`config.mk`:
```
export PLATFORM = sky130hd
export DESIGN_NAME = vending_ctrl_param_flat
export DESIGN_NICKNAME = d
export VERILOG_FILES = /design/src/rtl/vending_ctrl_param_if.sv /design/src/rtl/vending_ctrl_param.sv /design/src/flat_wrapper.sv
export SDC_FILE = /design/constraint.sdc
export NUM_CORES = 1
export LEC_CHECK = 0
export ABC_AREA = 1
export ABC_CLOCK_PERIOD_IN_PS = 2000
export BUFFER_PORTS_ARGS = -buffer_cell sky130_fd_sc_hd__buf_2
export CELL_PAD_IN_SITES_DETAIL_PLACEMENT = 1
export CELL_PAD_IN_SITES_GLOBAL_PLACEMENT = 2
export CORE_MARGIN = 3
export CORE_UTILIZATION = 31
export DETAILED_ROUTE_END_ITERATION = 16
export HOLD_SLACK_MARGIN = 0.06
export PLACE_DENSITY = 0.85
export SLEW_MARGIN = 20
export SYNTH_ARGS = -nofsm -noshare
export SYNTH_HDL_FRONTEND = slang
export SYNTH_SLANG_ARGS = --single-unit
```
`constraint.sdc`:
```
create_clock -name clk -period 2 [get_ports clk]
set_clock_uncertainty 0.2 [all_clocks]
set_input_delay 0.1 -clock clk [delete_from_list [all_inputs] [get_ports clk]]
set_output_delay 0.1 -clock clk [all_outputs]
set_load 0.01 [all_outputs]
```
`src/rtl/vending_ctrl_param_if.sv`:
```
// Vending controller bus: coin/selection/control inputs and the
// credit, dispense, change and status outputs.
interface vending_ctrl_param_if #(
  parameter int N_PROD   = 4,
  parameter int CREDIT_W = 6
);
  localparam int SEL_W = (N_PROD > 1) ? $clog2(N_PROD) : 1;

  logic                M1;
  logic                M2;
  logic                sel_valid;
  logic [SEL_W-1:0]    sel;
  logic                cancel;
  logic                restock;
  logic [CREDIT_W-1:0] credit;
  logic                dispense;
  logic [SEL_W-1:0]    bebida;
  logic [CREDIT_W-1:0] change;
  logic                change_valid;
  logic                to;
  logic                sold_out;
  logic                coin_reject;
  logic [1:0]          state;

  modport master (
    output M1, M2, sel_valid, sel, cancel, restock,
    input  credit, dispense, bebida, change, change_valid, to, sold_out, coin_reject, state
  );

  modport slave (
    input  M1, M2, sel_valid, sel, cancel, restock,
    output credit, dispense, bebida, change, change_valid, to, sold_out, coin_reject, state
  );
endinterface

```
`src/rtl/vending_ctrl_param.sv`:
```
// Parameterised vending controller: coin collection with overflow reject,
// priced product selection with per-product stock, change return and idle timeout.
module vending_ctrl_param #(
  parameter int N_PROD      = 4,
  parameter int CREDIT_W    = 6,
  parameter int COIN1_VAL   = 1,
  parameter int COIN2_VAL   = 5,
  parameter int BASE_PRICE  = 3,
  parameter int PRICE_STEP  = 2,
  parameter int STOCK_INIT  = 2,
  parameter int STOCK_W     = 4,
  parameter int TIMEOUT_CYC = 50
) (
  input logic                 clk,
  input logic                 reset,
  vending_ctrl_param_if.slave bus
);
  localparam int SEL_W = (N_PROD > 1) ? $clog2(N_PROD) : 1;
  localparam int CNT_W = (TIMEOUT_CYC > 1) ? $clog2(TIMEOUT_CYC + 1) : 1;
  localparam logic [31:0] CREDIT_MAX = 32'((64'd1 << CREDIT_W) - 64'd1);

  typedef enum logic [1:0] {
    IDLE     = 2'd0,
    COLLECT  = 2'd1,
    DISPENSE = 2'd2,
    CHANGE   = 2'd3
  } state_t;

  state_t              state_q;
  logic [CREDIT_W-1:0] credit_q;
  logic [CREDIT_W-1:0] change_q;
  logic [SEL_W-1:0]    bebida_q;
  logic                dispense_q;
  logic                change_valid_q;
  logic                to_q;
  logic                sold_out_q;
  logic                coin_reject_q;
  logic [CNT_W-1:0]    idle_cnt;
  logic [STOCK_W-1:0]  stock [N_PROD];

  logic        coin_in;
  logic [31:0] coin_val;
  logic [31:0] credit_sum;
  logic [31:0] sel_price;
  logic        coin_fits;
  logic        sel_in_range;
  logic        sel_stocked;
  logic        sel_afford;
  logic        idle_expired;

  function automatic logic [31:0] price_of(input logic [SEL_W-1:0] idx);
    return 32'(BASE_PRICE) + 32'(idx) * 32'(PRICE_STEP);
  endfunction

  // Coin value, overflow test and selection qualification.
  always_comb begin
    coin_in      = bus.M1 | bus.M2;
    coin_val     = (bus.M1 ? 32'(COIN1_VAL) : 32'd0) + (bus.M2 ? 32'(COIN2_VAL) : 32'd0);
    credit_sum   = 32'(credit_q) + coin_val;
    coin_fits    = (credit_sum <= CREDIT_MAX);
    sel_in_range = (32'(bus.sel) < 32'(N_PROD));
    sel_price    = price_of(bus.sel);
    sel_afford   = (32'(credit_q) >= sel_price);
    idle_expired = (32'(idle_cnt) >= 32'(TIMEOUT_CYC - 1));
    if (sel_in_range) begin
      sel_stocked = (stock[bus.sel] != STOCK_W'(0));
    end else begin
      sel_stocked = 1'b0;
    end
  end

  // Transaction FSM with all outputs and stock counters registered.
  always_ff @(posedge clk or posedge reset) begin
    if (reset) begin
      state_q        <= IDLE;
      credit_q       <= '0;
      change_q       <= '0;
      bebida_q       <= '0;
      dispense_q     <= 1'b0;
      change_valid_q <= 1'b0;
      to_q           <= 1'b0;
      sold_out_q     <= 1'b0;
      coin_reject_q  <= 1'b0;
      idle_cnt       <= '0;
      for (int i = 0; i < N_PROD; i++) stock[i] <= STOCK_W'(STOCK_INIT);
    end else begin
      dispense_q     <= 1'b0;
      change_valid_q <= 1'b0;
      to_q           <= 1'b0;
      sold_out_q     <= 1'b0;
      coin_reject_q  <= 1'b0;
      case (state_q)
        IDLE: begin
          idle_cnt <= '0;
          if (coin_in) begin
            if (coin_fits) begin
              credit_q <= CREDIT_W'(credit_sum);
              state_q  <= COLLECT;
            end else begin
              coin_reject_q <= 1'b1;
            end
          end
          if (bus.restock) begin
            for (int i = 0; i < N_PROD; i++) stock[i] <= STOCK_W'(STOCK_INIT);
          end
        end
        COLLECT: begin
          if (bus.cancel) begin
            idle_cnt       <= '0;
            change_q       <= credit_q;
            change_valid_q <= 1'b1;
            credit_q       <= '0;
            state_q        <= CHANGE;
          end else if (coin_in) begin
            idle_cnt <= '0;
            if (coin_fits) begin
              credit_q <= CREDIT_W'(credit_sum);
            end else begin
              coin_reject_q <= 1'b1;
            end
          end else if (bus.sel_valid) begin
            idle_cnt <= '0;
            if (sel_in_range) begin
              if (!sel_stocked) begin
                sold_out_q <= 1'b1;
              end else if (sel_afford) begin
                // Credit and stock are charged on entry so DISPENSE already shows the remainder.
                dispense_q     <= 1'b1;
                bebida_q       <= bus.sel;
                credit_q       <= credit_q - CREDIT_W'(sel_price);
                stock[bus.sel] <= stock[bus.sel] - STOCK_W'(1);
                state_q        <= DISPENSE;
              end
            end
          end else if (idle_expired) begin
            idle_cnt       <= '0;
            to_q           <= 1'b1;
            change_q       <= credit_q;
            change_valid_q <= 1'b1;
            credit_q       <= '0;
            state_q        <= CHANGE;
          end else begin
            idle_cnt <= idle_cnt + CNT_W'(1);
          end
        end
        DISPENSE: begin
          coin_reject_q  <= coin_in;
          change_q       <= credit_q;
          change_valid_q <= 1'b1;
          credit_q       <= '0;
          state_q        <= CHANGE;
        end
        CHANGE: begin
          coin_reject_q <= coin_in;
          state_q       <= IDLE;
        end
        default: begin
          state_q <= IDLE;
        end
      endcase
    end
  end

  assign bus.credit       = credit_q;
  assign bus.change       = change_q;
  assign bus.bebida       = bebida_q;
  assign bus.dispense     = dispense_q;
  assign bus.change_valid = change_valid_q;
  assign bus.to           = to_q;
  assign bus.sold_out     = sold_out_q;
  assign bus.coin_reject  = coin_reject_q;
  assign bus.state        = state_q;
endmodule
```
`src/flat_wrapper.sv`:
```
// flat-port wrapper written by rule: the top's interface ports become plain ports
module vending_ctrl_param_flat 
#(
  parameter int N_PROD      = 4,
  parameter int CREDIT_W    = 6,
  parameter int COIN1_VAL   = 1,
  parameter int COIN2_VAL   = 5,
  parameter int BASE_PRICE  = 3,
  parameter int PRICE_STEP  = 2,
  parameter int STOCK_INIT  = 2,
  parameter int STOCK_W     = 4,
  parameter int TIMEOUT_CYC = 50
)
  (clk, reset, bus_M1, bus_M2, bus_sel_valid, bus_sel, bus_cancel, bus_restock, bus_credit, bus_dispense, bus_bebida, bus_change, bus_change_valid, bus_to, bus_sold_out, bus_coin_reject, bus_state);
  vending_ctrl_param_if #(.N_PROD(N_PROD), .CREDIT_W(CREDIT_W)) bus_i ();
  input logic clk;
  input logic reset;
  input wire logic [$bits(bus_i.M1)-1:0] bus_M1;
  input wire logic [$bits(bus_i.M2)-1:0] bus_M2;
  input wire logic [$bits(bus_i.sel_valid)-1:0] bus_sel_valid;
  input wire logic [$bits(bus_i.sel)-1:0] bus_sel;
  input wire logic [$bits(bus_i.cancel)-1:0] bus_cancel;
  input wire logic [$bits(bus_i.restock)-1:0] bus_restock;
  output wire logic [$bits(bus_i.credit)-1:0] bus_credit;
  output wire logic [$bits(bus_i.dispense)-1:0] bus_dispense;
  output wire logic [$bits(bus_i.bebida)-1:0] bus_bebida;
  output wire logic [$bits(bus_i.change)-1:0] bus_change;
  output wire logic [$bits(bus_i.change_valid)-1:0] bus_change_valid;
  output wire logic [$bits(bus_i.to)-1:0] bus_to;
  output wire logic [$bits(bus_i.sold_out)-1:0] bus_sold_out;
  output wire logic [$bits(bus_i.coin_reject)-1:0] bus_coin_reject;
  output wire logic [$bits(bus_i.state)-1:0] bus_state;
  assign bus_i.M1 = bus_M1;
  assign bus_i.M2 = bus_M2;
  assign bus_i.sel_valid = bus_sel_valid;
  assign bus_i.sel = bus_sel;
  assign bus_i.cancel = bus_cancel;
  assign bus_i.restock = bus_restock;
  assign bus_credit = bus_i.credit;
  assign bus_dispense = bus_i.dispense;
  assign bus_bebida = bus_i.bebida;
  assign bus_change = bus_i.change;
  assign bus_change_valid = bus_i.change_valid;
  assign bus_to = bus_i.to;
  assign bus_sold_out = bus_i.sold_out;
  assign bus_coin_reject = bus_i.coin_reject;
  assign bus_state = bus_i.state;
  vending_ctrl_param #(.N_PROD(N_PROD), .CREDIT_W(CREDIT_W), .COIN1_VAL(COIN1_VAL), .COIN2_VAL(COIN2_VAL), .BASE_PRICE(BASE_PRICE), .PRICE_STEP(PRICE_STEP), .STOCK_INIT(STOCK_INIT), .STOCK_W(STOCK_W), .TIMEOUT_CYC(TIMEOUT_CYC)) u_core (.clk(clk), .reset(reset), .bus(bus_i));
endmodule
```
Yosys cells after proc, flatten, opt, wreduce, memory -nomap -nowiden
Cells that the tools add are included.
- flip-flop bits (word level): 43
- output and inout bits: 21
- add/sub/neg operators: 6
- magnitude comparators: 5
- equality and inequality tests: 20
- multiplexer cells: 65
- bitwise logic cells: 4
- reduce and logical (&&, ||, !) cells: 12
- operator list (cell ; count):
    two-way mux 16 bit ; 6
    two-way mux 6 bit ; 16
    adder 32 bit ; 1
    adder 6 x 32 -> 32 bit ; 1
    >= comparator 6 x 32 -> 1 bit ; 1
    less-or-equal comparator 32 x 6 -> 1 bit (second input constant) ; 1
    case mux 16 bit (2 select lines) ; 1
    case mux 6 bit (2 select lines) ; 2
    two-way mux 1 bit ; 21
    case mux 6 bit (3 select lines) ; 1
    bitwise mux 16 bit ; 1
    two-way mux 2 bit ; 8
    inequality test 5 x 3 -> 1 bit (second input constant) ; 3
    two-way mux 4 bit ; 3
    inequality test 4 x 3 -> 1 bit (second input constant) ; 3
    AND reduction 6 bit ; 2
    binary-select mux 4 bit (select 2 bit) ; 1
    demux 4 bit (select 2 bit) ; 1
    inequality test 2 x 1 -> 1 bit (second input constant) ; 4
    inequality test 2 bit (second input constant) ; 4
    case mux 2 bit (4 select lines) ; 1
    AND reduction 7 bit ; 1
    adder 6 x 1 -> 6 bit (second input constant) ; 1
    >= comparator 6 bit (second input constant) ; 1
    23 further kinds ; 27

Logic depth before layout (Yosys ltp)
Gate-level depths: netlist of the first run.
- depth in word-level cells: 12
- mapped depth: 17
- depth with buffers taken out: 15

Least setup slack after synthesis of the first run
Ideal clock, no wire load.
- path type: reg2reg
- start point: reg u_core.credit_q[0] (netlist: u_core.bus.credit[0])
- end point: reg u_core.credit_q[4] (netlist: u_core.bus.credit[4])
- setup time: 0.116 ns
- arrival time: 1.882 ns
- slack: -0.199 ns
- cell stages (with the launch flop): 11
- buffers on the path: 0
- clock period less this slack: 2.199 ns
- cells stage by stage: dfrtp_1 -> fa_1 -> ha_1 -> nand2_1 -> nand2_1 -> nand3_1 -> o21ai_0 -> a21oi_1 -> nor2_1 -> nand2_1 -> nand2_1
- longest elaborated chain between the ends: 7
- elaborated cells between the ends (all ways): 14
- ends and longest elaborated chain (what ; RTL line ; source):
    from (decl) ; vending_ctrl_param.sv:30 ; logic [CREDIT_W-1:0] credit_q;
    from (signal assigned) ; vending_ctrl_param.sv:97 ; credit_q <= CREDIT_W'(credit_sum);
    from (signal assigned) ; vending_ctrl_param.sv:117 ; credit_q <= CREDIT_W'(credit_sum);
    from (signal assigned) ; vending_ctrl_param.sv:130 ; credit_q <= credit_q - CREDIT_W'(sel_price);
    branches (longest 7 deep; another with adder 6 x 32 -> 32 bit) ; -- ;
Several ways; the timed one is not identified. The select of a mux whose other input is x is not followed.
A chain may end at the register's enable or synchronous reset.

Worst setup path in the final report of the first run
- start point: reg u_core.credit_q[1] (netlist: u_core.bus.credit[1])
- end point: reg u_core.stock[15] (netlist bit)
- longest elaborated chain between the ends: 3
- ends and longest elaborated chain (what ; RTL line ; source):
    >= comparator 6 x 32 -> 1 bit ; vending_ctrl_param.sv:63 ; sel_afford = (32'(credit_q) >= sel_price);
    inequality test 2 x 1 -> 1 bit (no line) ; -- ;
    AND reduction 7 bit (no line) ; -- ;
    to (signal, indexed assignment) ; vending_ctrl_param.sv:131 ; stock[bus.sel] <= stock[bus.sel] - STOCK_W'(1);
    to (decl) ; vending_ctrl_param.sv:39 ; logic [STOCK_W-1:0] stock [N_PROD];
No other way between the ends.

==> results of run 1 <==
[layout make-up]
type	count	area (um^2)	share of cell area, %
clock inverter	3	20.0	0.510
tap	108	135	3.44
inverter	49	194	4.94
clock buffer	5	68.8	1.75
sequential	43	1080	27.7
multi-input combinational	276	1790	45.6
timing repair buffer	84	633	16.1
[metal layers]
layer  part of all wire [%]  global-route usage (%)  up-vias
met4                   0.71                    3.88        0
li1                       -                       -     1389
met5                      0                       0        -
met1                     44                    23.1     1398
met2                     53                    31.5       36
met3                    2.3                    2.64        8
[synth_stat cells (2+ instances only)]
cell,instances,area (um^2)
sky130_fd_sc_hd__buf_4,3,22.5
sky130_fd_sc_hd__nand3_4,6,105
sky130_fd_sc_hd__nand4_1,21,131
sky130_fd_sc_hd__nand4_2,2,25.0
sky130_fd_sc_hd__o21ai_0,23,115
sky130_fd_sc_hd__dfrtp_1,39,976
sky130_fd_sc_hd__mux2_1,3,33.8
sky130_fd_sc_hd__inv_2,4,15.0
sky130_fd_sc_hd__ha_1,19,238
sky130_fd_sc_hd__o211ai_1,2,15.0
sky130_fd_sc_hd__inv_1,43,161
sky130_fd_sc_hd__or2_2,2,12.5
sky130_fd_sc_hd__nand3_2,3,30.0
sky130_fd_sc_hd__nand3_1,21,105
sky130_fd_sc_hd__a21oi_1,12,60.1
sky130_fd_sc_hd__nand2_1,123,462
sky130_fd_sc_hd__nand2_2,5,31.3
sky130_fd_sc_hd__xor2_1,2,17.5
sky130_fd_sc_hd__clkbuf_1,2,7.51
sky130_fd_sc_hd__nor2_1,17,63.8
sky130_fd_sc_hd__dfstp_2,4,105
sky130_fd_sc_hd__nor2_2,3,18.8
sky130_fd_sc_hd__fa_1,2,40.0
sky130_fd_sc_hd__nor3_1,2,10.0
[state kept, by name (all words and copies together), names as in the netlist]
| name | count |
|---|---|
| u_core.bus.state | 2 |
| u_core.bus.coin_reject | 1 |
| u_core.bus.sold_out | 1 |
| u_core.bus.change_valid | 1 |
| u_core.stock | 16 |
| u_core.bus.change | 6 |
| u_core.idle_cnt | 6 |
| u_core.bus.credit | 6 |
| u_core.bus.dispense | 1 |
| u_core.bus.to | 1 |
| u_core.bus.bebida | 2 |
[worst max-delay path: stages, from the launching register on]
cell	delay, ns
sky130_fd_sc_hd__dfrtp_2	0.46
sky130_fd_sc_hd__fa_2	0.38
sky130_fd_sc_hd__nand2_2	0.09
sky130_fd_sc_hd__nand2_2	0.07
sky130_fd_sc_hd__nand2_4	0.08
sky130_fd_sc_hd__nand2_4	0.07
sky130_fd_sc_hd__nor2_4	0.13
sky130_fd_sc_hd__inv_2	0.06
sky130_fd_sc_hd__nand3_2	0.08
sky130_fd_sc_hd__nand2_4	0.11
sky130_fd_sc_hd__buf_16	0.17
sky130_fd_sc_hd__nand3_4	0.08
sky130_fd_sc_hd__nand2_2	0.06
sky130_fd_sc_hd__nand2_1	0.06
[kinds of logic after synthesis]
kind of cell             share of synthesized area, %
AO/OA/AOI/OAI                                    6.90
XOR/XNOR                                        0.900
adder cells (fa/ha/maj)                          9.52
buffers and inverters                            8.49
flip-flops                                       37.0
multiplexers                                     1.16
AND/OR/NAND/NOR                                  36.0
[worst min-delay path by stage]
stage,from,end
4_1_cts,bus_sel[0],u_core.bus.bebida[0]
2_1_floorplan,bus_cancel,u_core.bus.to
6_report,bus_sel[0],u_core.bus.bebida[0]
5_1_grt,bus_sel[0],u_core.bus.bebida[0]
3_5_place_dp,reset,u_core.stock[15]
3_3_place_gp,reset,u_core.stock[15]
[where the power goes]
group          total [uW]  internal (uW)  switching (uW)
combinational        3660           1580            2080
clock                 571            244             328
sequential           1380           1180             201
[what timing repair did]
item                       CTS  global route
setup buffers                7             3
hold endpoints to repair    43             0
pin swaps                    7            13
setup endpoints to repair   27            29
gates resized for setup     27            31
gates cloned                 2             0
hold buffers                 4             0
[stage by stage]
step / setup slack (ns) / hold slack, ns / area, um^2 / utilization [%] / std cells
4_1_cts: -0.0616 / 0.109 / 3810 / 42.7 / 565
2_1_floorplan: 0.00598 / -0.0302 / 2940 / - / 375
3_5_place_dp: -0.220 / 0.0899 / 3490 / 39.0 / 544
6_report: -0.162 / 0.0746 / 3920 / 43.9 / 568
5_1_grt: -0.247 / 0.0897 / 3920 / 43.9 / 568
3_3_place_gp: -0.118 / 0.0769 / 3490 / 39.0 / 544
==> metrics.log, run 1 <==
INFO  metric worst_setup_path_start_kind = flop
INFO  metric drt_pass1_iterations = 4
INFO  metric syn_area = 2920 um^2
INFO  metric die_width = 103 um
INFO  metric ir_drop = 0.000520 V
INFO  metric syn_nets = 405
INFO  metric relSlewSlack = 61.9%
INFO  metric via_per_inst = 4.98
INFO  metric clk_root_buffer_cell = sky130_fd_sc_hd__clkbuf_8
INFO  metric max_clock_freq = 0.462 GHz
INFO  metric setup_tns_final = -2.68 ns
INFO  metric reg2regPathDepth = 13
INFO  metric endpoint_kind = flop
INFO  metric globalRouteOverflowTotal = 0
INFO  metric core-area = 8930 um^2
INFO  metric tightest_slew = 0.571 ns
INFO  metric synth_edf_count = 0
INFO  metric synthToLayoutAreaGrowth = 34.4%
INFO  metric layout.cells.most_common_list = sky130_fd_sc_hd__nand2_1, sky130_fd_sc_hd__buf_4, sky130_fd_sc_hd__inv_1, sky130_fd_sc_hd__dfrtp_1, sky130_fd_sc_hd__buf_2
INFO  metric rsz0062_at_grt = true
INFO  metric fin_crit_sh = 108%
INFO  metric initialDrtViolationCount = 82
INFO  metric hpwl = 6350 um
INFO  metric power = 5620 uW
INFO  metric ctsHtreeMaxLevel = 2
INFO  metric synthFlopType = sky130_fd_sc_hd__dfrtp_1
INFO  metric crit_path_end = u_core.stock[15]
INFO  metric yosys_register_bits = 43
INFO  metric rrSetupSlack = -0.16 ns
INFO  metric finalWorstSetupSlack = -0.162 ns
INFO  metric timing.final.setup_violations = 24
INFO  metric buffer_ports.inserted = 29
INFO  metric p_leak = 0.00206 uW
INFO  metric drc = 0
INFO  metric power_density = 1430 nW/um^2
INFO  metric grt_antenna_before_repair = 0
INFO  metric wirelength = 8820 um
INFO  metric outcome = finished with violations
INFO  metric grt_pass1_vias = 3015
INFO  metric grtUsageTotal = 17.8%
INFO  metric post_synth_num_cell_types = 36
INFO  metric maxCapViolations = 0
INFO  metric synth-async-reset-ratio = 100%
INFO  metric min_path_type = input pin to flop
INFO  metric worstSetupStartpoint = u_core.bus.credit[1]
INFO  metric max-clock-path-buffers = 2
INFO  metric finish.net_count = 489
INFO  metric drive_above_1_share = 35.9%
INFO  metric yosys_warnings = 0
INFO  metric die_height = 103 um
INFO  metric final_common_cell = sky130_fd_sc_hd__nand2_1
INFO  metric syn_area_per_cell = 7.78 um^2
INFO  metric core.rowCount = 34
INFO  metric n_fill_cell = 1105
INFO  metric initial_core_util = 32.7%
INFO  metric crit_type = flop to flop
INFO  metric tritoncts_num_sinks = 43
INFO  metric hold_path_depth = 4
INFO  metric reg2reg_to = u_core.stock[15]
INFO  metric worst_flop_to_flop_path_startpoint = u_core.bus.credit[1]
INFO  metric crit_fanout = 5
INFO  metric ys_seq_area_share = 37.0%
INFO  metric cp_data_required_time = 2.04 ns
INFO  metric n_antenna_cell = 0
INFO  metric finalWeightedCongestion = 0.888
INFO  metric worstSkewPairLatency = 0.30 ns
INFO  metric num_io_pins = 30
INFO  metric grt_pass1_wl = 15000 um
INFO  metric post-route-min-period = 2.16 ns
INFO  metric vias = 2831
INFO  metric floorplan.die_area = 10600 um^2
INFO  metric critical_path_arrival = 2.20 ns
INFO  metric cts_buffers = 5
INFO  metric post_drt_wl_per_cell = 15.5 um
INFO  metric clock_tree_from_tritoncts = built
INFO  metric syn-instance-count = 375
INFO  metric antenna_violating_nets_post_route = 0
INFO  metric violations = negative setup slack
INFO  metric maximum_number_of_pins_on_one_net_before_global_route_repair = 44
INFO  metric hold_viol = 0
INFO  metric slew_violations = 0
INFO  metric clkSlewWorstSetupHoldPaths = 0.09 ns
No activity file was read; power rests on OpenSTA's default activity.
==> inputs of run 2 (changes only) <==
- PLACE_DENSITY: 0.85 -> default
- PLACE_DENSITY_LB_ADDON: default -> 0.1
- REMOVE_ABC_BUFFERS: default -> 1
==> run 2 against run 1 <==
  * The run still ends with negative setup slack left
  * Highest routed layer unchanged
  * First-iteration DRC count down 4.9%
  * Maximum frequency up 2.2%
  * Clock power about the same
  * Sequential cell count unchanged
  * Combinational power down 3%
  * Routed wire length up 0.53%
  * Sequential share of layout area about the same
  * Hold slack better by 0.0079 ns
  * Critical endpoint is now u_core.stock[8]
  * Utilization about the same
  * Cell area about the same
  * Critical path type unchanged
  * Total power down 2.3%
==> metrics.log, run 2 (synthesis results as in run 1) <==
INFO  metric clkSlewWorstSetupHoldPaths = 0.09 ns (about the same)
INFO  metric fin_crit_sh = 106% (was 108%)
INFO  metric globalRouteOverflowTotal = 0 (unchanged)
INFO  metric maxCapViolations = 0 (unchanged)
INFO  metric relSlewSlack = 59.9% (was 61.9%)
INFO  metric initial_core_util = 32.7% (unchanged)
INFO  metric placement.setup.worst_slack = -0.314 ns (was -0.220 ns)
INFO  metric post-route-min-period = 2.12 ns (was 2.16 ns)
INFO  metric layout.cells.most_common_list = sky130_fd_sc_hd__nand2_1, sky130_fd_sc_hd__buf_4, sky130_fd_sc_hd__inv_1, sky130_fd_sc_hd__dfrtp_1, sky130_fd_sc_hd__buf_2 (unchanged)
INFO  metric cts_buffers = 5 (unchanged)
INFO  metric share_comb_of_total_power = 64.8% (was 65.2%)
INFO  metric max-clock-path-buffers = 2 (unchanged)
INFO  metric die_width = 103 um (unchanged)
INFO  metric synthToLayoutAreaGrowth = 34.2% (was 34.4%)
INFO  metric maximum_single_stage_delay_on_the_critical_path = 0.47 ns (was 0.46 ns)
INFO  metric worst_flop_to_flop_path_startpoint = u_core.bus.credit[1] (unchanged)
INFO  metric cp_data_required_time = 2.04 ns (about the same)
INFO  metric grt_antenna_before_repair = 0 (unchanged)
INFO  metric finish.net_count = 496 (was 489)
INFO  metric ir_drop = 0.000692 V (was 0.000520 V)
INFO  metric slowest_stage = sky130_fd_sc_hd__dfrtp_2 (unchanged)
INFO  metric dr.max_layer_used = met4 (unchanged)
INFO  metric grtUsageTotal = 17.5% (was 17.8%)
INFO  metric wl_met1 = 4420 um (was 3900 um)
INFO  metric final_cells = 575 (was 568)
INFO  metric core-area = 8930 um^2 (unchanged)
INFO  metric crit_fanout = 20 (was 5)
INFO  metric clk_root_buffer_cell = sky130_fd_sc_hd__clkbuf_8 (unchanged)
INFO  metric power = 5490 uW (was 5620 uW)
INFO  metric vias = 2817 (was 2831)
INFO  metric post_drt_wl_per_cell = 15.4 um (was 15.5 um)
INFO  metric p_leak = 0.00208 uW (was 0.00206 uW)
INFO  metric timing.final.setup_violations = 24 (unchanged)
INFO  metric critPathMostFrequentCell = sky130_fd_sc_hd__nand2_2
INFO  metric hold_viol = 0 (unchanged)
INFO  metric setup_tns_final = -1.98 ns (was -2.68 ns)
INFO  metric p_sw_share = 46.9% (was 46.5%)
INFO  metric finalWorstSetupSlack = -0.115 ns (was -0.162 ns)
INFO  metric floorplan.die_area = 10600 um^2 (unchanged)
INFO  metric worstSkewPairLatency = 0.30 ns (about the same)
INFO  metric endpoint_kind = flop (unchanged)
INFO  metric max_clock_freq = 0.473 GHz (was 0.462 GHz)
INFO  metric rsz0062_at_grt = true (unchanged)
INFO  metric power.sequential.fraction = 24.8% (was 24.6%)
INFO  metric placement.cell_area = 3550 um^2 (was 3490 um^2)
INFO  metric ctsHtreeMaxLevel = 2 (unchanged)
INFO  metric part_of_the_power_in_the_clock_network = 10.4% (was 10.2%)
INFO  metric antenna_violating_nets_post_route = 0 (unchanged)
INFO  metric maximum_number_of_pins_on_one_net_before_global_route_repair = 44 (unchanged)
INFO  metric core.rowCount = 34 (unchanged)
INFO  metric worstSetupStartpoint = u_core.bus.credit[1] (unchanged)
INFO  metric drive_above_1_share = 34.5% (was 35.9%)
INFO  metric grt_pass1_vias = 2898 (was 3015)
INFO  metric worst_setup_path_start_kind = flop (unchanged)
INFO  metric slew_violations = 0 (unchanged)
INFO  metric initialDrtViolationCount = 78 (was 82)
INFO  metric tightest_slew = 0.602 ns (was 0.571 ns)
INFO  metric dp.cells = 556 (was 544)
INFO  metric num_io_pins = 30 (unchanged)
INFO  metric finalWeightedCongestion = 0.823 (was 0.888)
INFO  metric power_density = 1400 nW/um^2 (was 1430 nW/um^2)
INFO  metric max_ffs_per_register = 16 (unchanged)
INFO  metric internal_power = 2920 uW (was 3010 uW)
INFO  metric wirelength = 8860 um (was 8820 um)
INFO  metric clock_tree_from_tritoncts = built (unchanged)
INFO  metric drt_pass1_iterations = 4 (unchanged)
INFO  metric final_common_cell = sky130_fd_sc_hd__nand2_1 (unchanged)
INFO  metric die_height = 103 um (unchanged)
INFO  metric holdCritStartpoint = bus_sel[0] (unchanged)
INFO  metric met2WireLength = 4270 um (was 4650 um)
INFO  metric top_register = u_core.stock (unchanged)
INFO  metric violations = negative setup slack (unchanged)
INFO  metric cp_cell_sequence = fa_2 > nand2_2 > nand2_2 > nand2_2 > nand2_4 > nor2_4 > inv_2 > nand3_2 > nand2_2 > buf_12 > nand3_4 > nand2_1 > nand2_1 (was fa_2 > nand2_2 > nand2_2 > nand2_4 > nand2_4 > nor2_4 > inv_2 > nand3_2 > nand2_4 > buf_16 > nand3_4 > nand2_2 > nand2_1)
INFO  metric critical_path_arrival = 2.15 ns (was 2.20 ns)
INFO  metric final_instance_area = 3920 um^2 (about the same)
INFO  metric grt_pass1_wl = 14500 um (was 15000 um)
INFO  metric power.switching = 2570 uW (was 2610 uW)
INFO  metric hpwl = 6710 um (was 6350 um)
INFO  metric drc = 0 (unchanged)
INFO  metric via_per_inst = 4.90 (was 4.98)
INFO  metric buffer_ports.inserted = 29 (unchanged)
INFO  metric tritoncts_num_sinks = 43 (unchanged)
INFO  metric cp.buffers_inverters = 2 (unchanged)
INFO  metric n_antenna_cell = 0 (unchanged)
INFO  metric cp_top_family = simple AND/OR/NAND/NOR gates (unchanged)
INFO  metric outcome = finished with violations (unchanged)
INFO  metric crit_type = flop to flop (unchanged)
INFO  metric wl_met3 = 140 um (was 202 um)
INFO  metric min_path_type = input pin to flop (unchanged)
[run 2: changes by cell type in the layout (fill, tap and decap cells not counted), sizes merged]
| cell | delta |
|---|---|
| clkinvlp | -1 |
| inv | +1 |
| buf | +7 |
| clkinv | -1 |
| clkbuf | +1 |
[run 2: layout make-up]
| cell class | count | area (um^2) |
|---|---|---|
| multi-input combinational | 276 | 1770 |
| tap | 108 | 135 |
| sequential | 43 | 1080 |
| clock buffer | 6 | 72.6 |
| inverter | 49 | 194 |
| fill | 1118 | 5010 |
| clock inverter | 2 | 12.5 |
| timing repair buffer | 91 | 649 |
[run 2: path summary, 6_finish.rpt]
path	endpoint	cells after the start	slack, ns
worst max-delay path	u_core.stock[8]	13	-0.12
worst min-delay path	u_core.bus.bebida[0]	4	0.08
worst max register to register	u_core.stock[8]	13	-0.12
worst min register to register	u_core.stock[9]	2	0.27
max in group asynchronous	u_core.bus.credit[0]	4	0.87
min in group asynchronous	u_core.bus.change[3]	4	0.29
[run 2: metal layers]
metal  up-vias  track usage, %
met5         -               0
met4         0            2.69
met3         4            2.23
met2        26            30.0
met1      1385            24.1
li1       1402               -
[run 2: per-stage QoR]
| step | hold WS [ns] | util [%] |
|---|---|---|
| 6_report | 0.0825 | 43.9 |
| 5_1_grt | 0.131 | 43.9 |
| 4_1_cts | 0.0789 | 42.0 |
| 3_5_place_dp | 0.103 | 39.7 |
| 3_3_place_gp | 0.0927 | 39.7 |
| 2_1_floorplan | -0.0302 | - |
[run 2: power groups by stage]
| stage | logic, uW | registers [uW] | clock network (uW) |
|---|---|---|---|
| after floorplan | 1760 | 1430 | 0 |
| after global placement | 3150 | 1360 | 0 |
| after detailed placement | 3220 | 1370 | 0 |
| after CTS | 3370 | 1350 | 596 |
| after global routing | 3980 | 1400 | 637 |
| final | 3560 | 1360 | 572 |
[run 2: what timing repair did]
| action | 4_1_cts | 5_1_grt |
|---|---|---|
| hold buffers | 4 | 0 |
| gates resized for setup | 16 | 35 |
| hold endpoints to repair | 42 | 0 |
| gates cloned | 0 | 0 |
| pin swaps | 4 | 19 |
| buffers inserted | 5 | 4 |
| setup endpoints to repair | 28 | 32 |
[run 2: worst min-delay path: stages]
cell	delay (ns)
sky130_fd_sc_hd__buf_2	0.13
sky130_fd_sc_hd__inv_6	0.05
sky130_fd_sc_hd__buf_4	0.15
sky130_fd_sc_hd__o21ai_0	0.10
==> inputs of run 3 (changes only) <==
- CORE_MARGIN: 3 -> default
==> run 3 against run 2 <==
  * The flow still finishes with violations (negative setup slack)
  * Non-clock buffer count shrank 3
  * Sequential power is essentially flat
  * Total power grew 3.6%
  * Critical path type unchanged
  * Critical endpoint is now u_core.stock[0]
  * Largest power group unchanged
==> metrics.log, run 3 (synthesis results as in run 1) <==
INFO  metric post-route-min-period = 2.06 ns (was 2.12 ns)
INFO  metric critical_path_arrival = 2.05 ns (was 2.15 ns)
INFO  metric hold_viol = 0 (unchanged)
INFO  metric worstSkewPairLatency = 0.29 ns (was 0.30 ns)
INFO  metric cp_cell_sequence = fa_2 > nand2_2 > nand2_2 > nand2_2 > nand2_4 > nor2_4 > inv_2 > nand3_2 > nand2_4 > clkbuf_16 > nand4_1 > nand2_1 (was fa_2 > nand2_2 > nand2_2 > nand2_2 > nand2_4 > nor2_4 > inv_2 > nand3_2 > nand2_2 > buf_12 > nand3_4 > nand2_1 > nand2_1)
INFO  metric relSlewSlack = 65.5% (was 59.9%)
INFO  metric maximum_single_stage_delay_on_the_critical_path = 0.46 ns (was 0.47 ns)
INFO  metric antenna_violating_nets_post_route = 0 (unchanged)
INFO  metric worst_setup_path_start_kind = flop (unchanged)
INFO  metric endpoint_kind = flop (unchanged)
INFO  metric timing.final.setup_violations = 22 (was 24)
INFO  metric cp_data_required_time = 1.99 ns (was 2.04 ns)
INFO  metric crit_fanout = 7 (was 20)
INFO  metric finalWorstSetupSlack = -0.0640 ns (was -0.115 ns)
INFO  metric initial_core_util = 31.7% (was 32.7%)
INFO  metric outcome = finished with violations (unchanged)
INFO  metric max-clock-path-buffers = 2 (unchanged)
INFO  metric via_per_inst = 4.80 (was 4.90)
INFO  metric clock_tree_from_tritoncts = built (unchanged)
INFO  metric n_fill_cell = 1123 (was 1118)
INFO  metric dp.cells = 559 (was 556)
INFO  metric globalRouteOverflowTotal = 0 (unchanged)
INFO  metric rsz0062_at_grt = true (unchanged)
INFO  metric hold-worst-slack = 0.0967 ns (was 0.0825 ns)
INFO  metric crit_type = flop to flop (unchanged)
INFO  metric finalWeightedCongestion = 0.777 (was 0.823)
INFO  metric clkSlewWorstSetupHoldPaths = 0.09 ns (about the same)
INFO  metric synthToLayoutAreaGrowth = 35.9% (was 34.2%)
INFO  metric min_path_type = input pin to flop (unchanged)
INFO  metric buffer_ports.inserted = 29 (unchanged)
INFO  metric final_common_cell = sky130_fd_sc_hd__nand2_1 (unchanged)
INFO  metric floorplan.die_area = 9810 um^2 (was 10600 um^2)
INFO  metric initialDrtViolationCount = 63 (was 78)
INFO  metric grtUsageTotal = 19.2% (was 17.5%)
INFO  metric power_density = 1430 nW/um^2 (was 1400 nW/um^2)
INFO  metric post_drt_wl_per_cell = 15.4 um (about the same)
INFO  metric drt_pass1_iterations = 4 (unchanged)
INFO  metric grt_pass1_vias = 2917 (was 2898)
INFO  metric core-area = 9200 um^2 (was 8930 um^2)
INFO  metric ctsHtreeMaxLevel = 2 (unchanged)
INFO  metric slowest_stage = sky130_fd_sc_hd__dfrtp_2 (unchanged)
INFO  metric cts_buffers = 5 (unchanged)
INFO  metric p_leak = 0.00209 uW (was 0.00208 uW)
INFO  metric finish.net_count = 493 (was 496)
INFO  metric grt_antenna_before_repair = 0 (unchanged)
INFO  metric die_width = 99.0 um (was 103 um)
INFO  metric slew_violations = 0 (unchanged)
INFO  metric ir_drop = 0.000596 V (was 0.000692 V)
INFO  metric tightest_slew = 0.516 ns (was 0.602 ns)
INFO  metric n_antenna_cell = 0 (unchanged)
INFO  metric layout.cells.most_common_list = sky130_fd_sc_hd__nand2_1, sky130_fd_sc_hd__buf_4, sky130_fd_sc_hd__inv_1, sky130_fd_sc_hd__dfrtp_1, sky130_fd_sc_hd__buf_2 (unchanged)
INFO  metric max_clock_freq = 0.484 GHz (was 0.473 GHz)
INFO  metric tritoncts_num_sinks = 43 (unchanged)
INFO  metric violations = negative setup slack (unchanged)
INFO  metric maximum_number_of_pins_on_one_net_before_global_route_repair = 27 (was 44)
INFO  metric clk_root_buffer_cell = sky130_fd_sc_hd__clkbuf_8 (unchanged)
INFO  metric maxCapViolations = 0 (unchanged)
INFO  metric hpwl = 6920 um (was 6710 um)
INFO  metric die_height = 99.0 um (was 103 um)
INFO  metric final_cells = 575 (unchanged)
INFO  metric core.rowCount = 35 (was 34)
INFO  metric max_ffs_per_register = 16 (unchanged)
INFO  metric drive_above_1_share = 36.2% (was 34.5%)
INFO  metric wirelength = 8830 um (was 8860 um)
INFO  metric critPathMostFrequentCell = sky130_fd_sc_hd__nand2_2 (unchanged)
INFO  metric fin_crit_sh = 103% (was 106%)
INFO  metric grt_pass1_wl = 14700 um (was 14500 um)
INFO  metric num_io_pins = 30 (unchanged)
INFO  metric vias = 2762 (was 2817)
INFO  metric drc = 0 (unchanged)
INFO  metric top_register = u_core.stock (unchanged)
## run 3: through the flow
step | cell area, um^2 | setup TNS [ns] | power (uW) | utilization, % | setup WS (ns)
after floorplan | 2860 | -14.42 | 3190 | - | -0.800
after global placement | 3570 | -5.30 | 4510 | 38.8 | -0.301
after detailed placement | 3570 | -6.70 | 4570 | 38.8 | -0.329
after CTS | 3800 | -1.42 | 5430 | 41.3 | -0.0860
after global routing | 3970 | -4.05 | 6190 | 43.1 | -0.194
final | 3970 | -0.962 | 5690 | 43.1 | -0.0640
## run 3: final cells by class
| cell class | instances | area, um^2 | share of cell area [%] |
|---|---|---|---|
| Clock buffer | 7 | 76.3 | 1.92 |
| Clock inverter | 1 | 30.0 | 0.757 |
| Inverter | 49 | 196 | 4.95 |
| Multi-Input combinational cell | 276 | 1780 | 45.0 |
| Sequential cell | 43 | 1080 | 27.3 |
| Tap cell | 111 | 139 | 3.50 |
| Timing Repair Buffer | 88 | 657 | 16.6 |
## run 3: layer usage
metal	vias to the layer above	global-route usage, %	wire (um)
met4	0	3.44	61
met3	4	2.84	138
li1	1398	-	-
met1	1330	27.0	4530
met2	30	31.4	4110
met5	-	0	0
## run 3: where the power goes
part           switching [uW]  total, uW  internal (uW)
registers                 183       1360           1180
clock network             316        691            375
logic                    2100       3630           1540
total                    2600       5690           3090
## run 3: final timing paths
check                                           from                    to  slack [ns]  depth (start not counted)
worst max-delay path            u_core.bus.credit[1]       u_core.stock[0]       -0.06                         12
worst min-delay path                      bus_sel[0]  u_core.bus.bebida[0]         0.1                          4
worst max register to register  u_core.bus.credit[1]       u_core.stock[0]       -0.06                         12
worst min register to register       u_core.stock[5]       u_core.stock[5]        0.27                          2
max in group asynchronous                      reset      u_core.stock[13]        0.82                          4
min in group asynchronous                      reset  u_core.bus.change[4]        0.19                          3
## run 3: critical path: cells and delay by family, from the launching register on
family	cells	cell delay [ns]
and+or+nand+nor	9	0.67
DFF	1	0.46
buffers and inverters	2	0.22
adders and majority gates	1	0.41
## run 3: what timing repair did
action,in CTS,in global routing
hold buffers,4,0
gates resized for setup,22,41
setup buffers,4,1
pin swaps,12,20
cloned,0,1
endpoints found under the hold margin,43,0
setup endpoints to repair,28,36
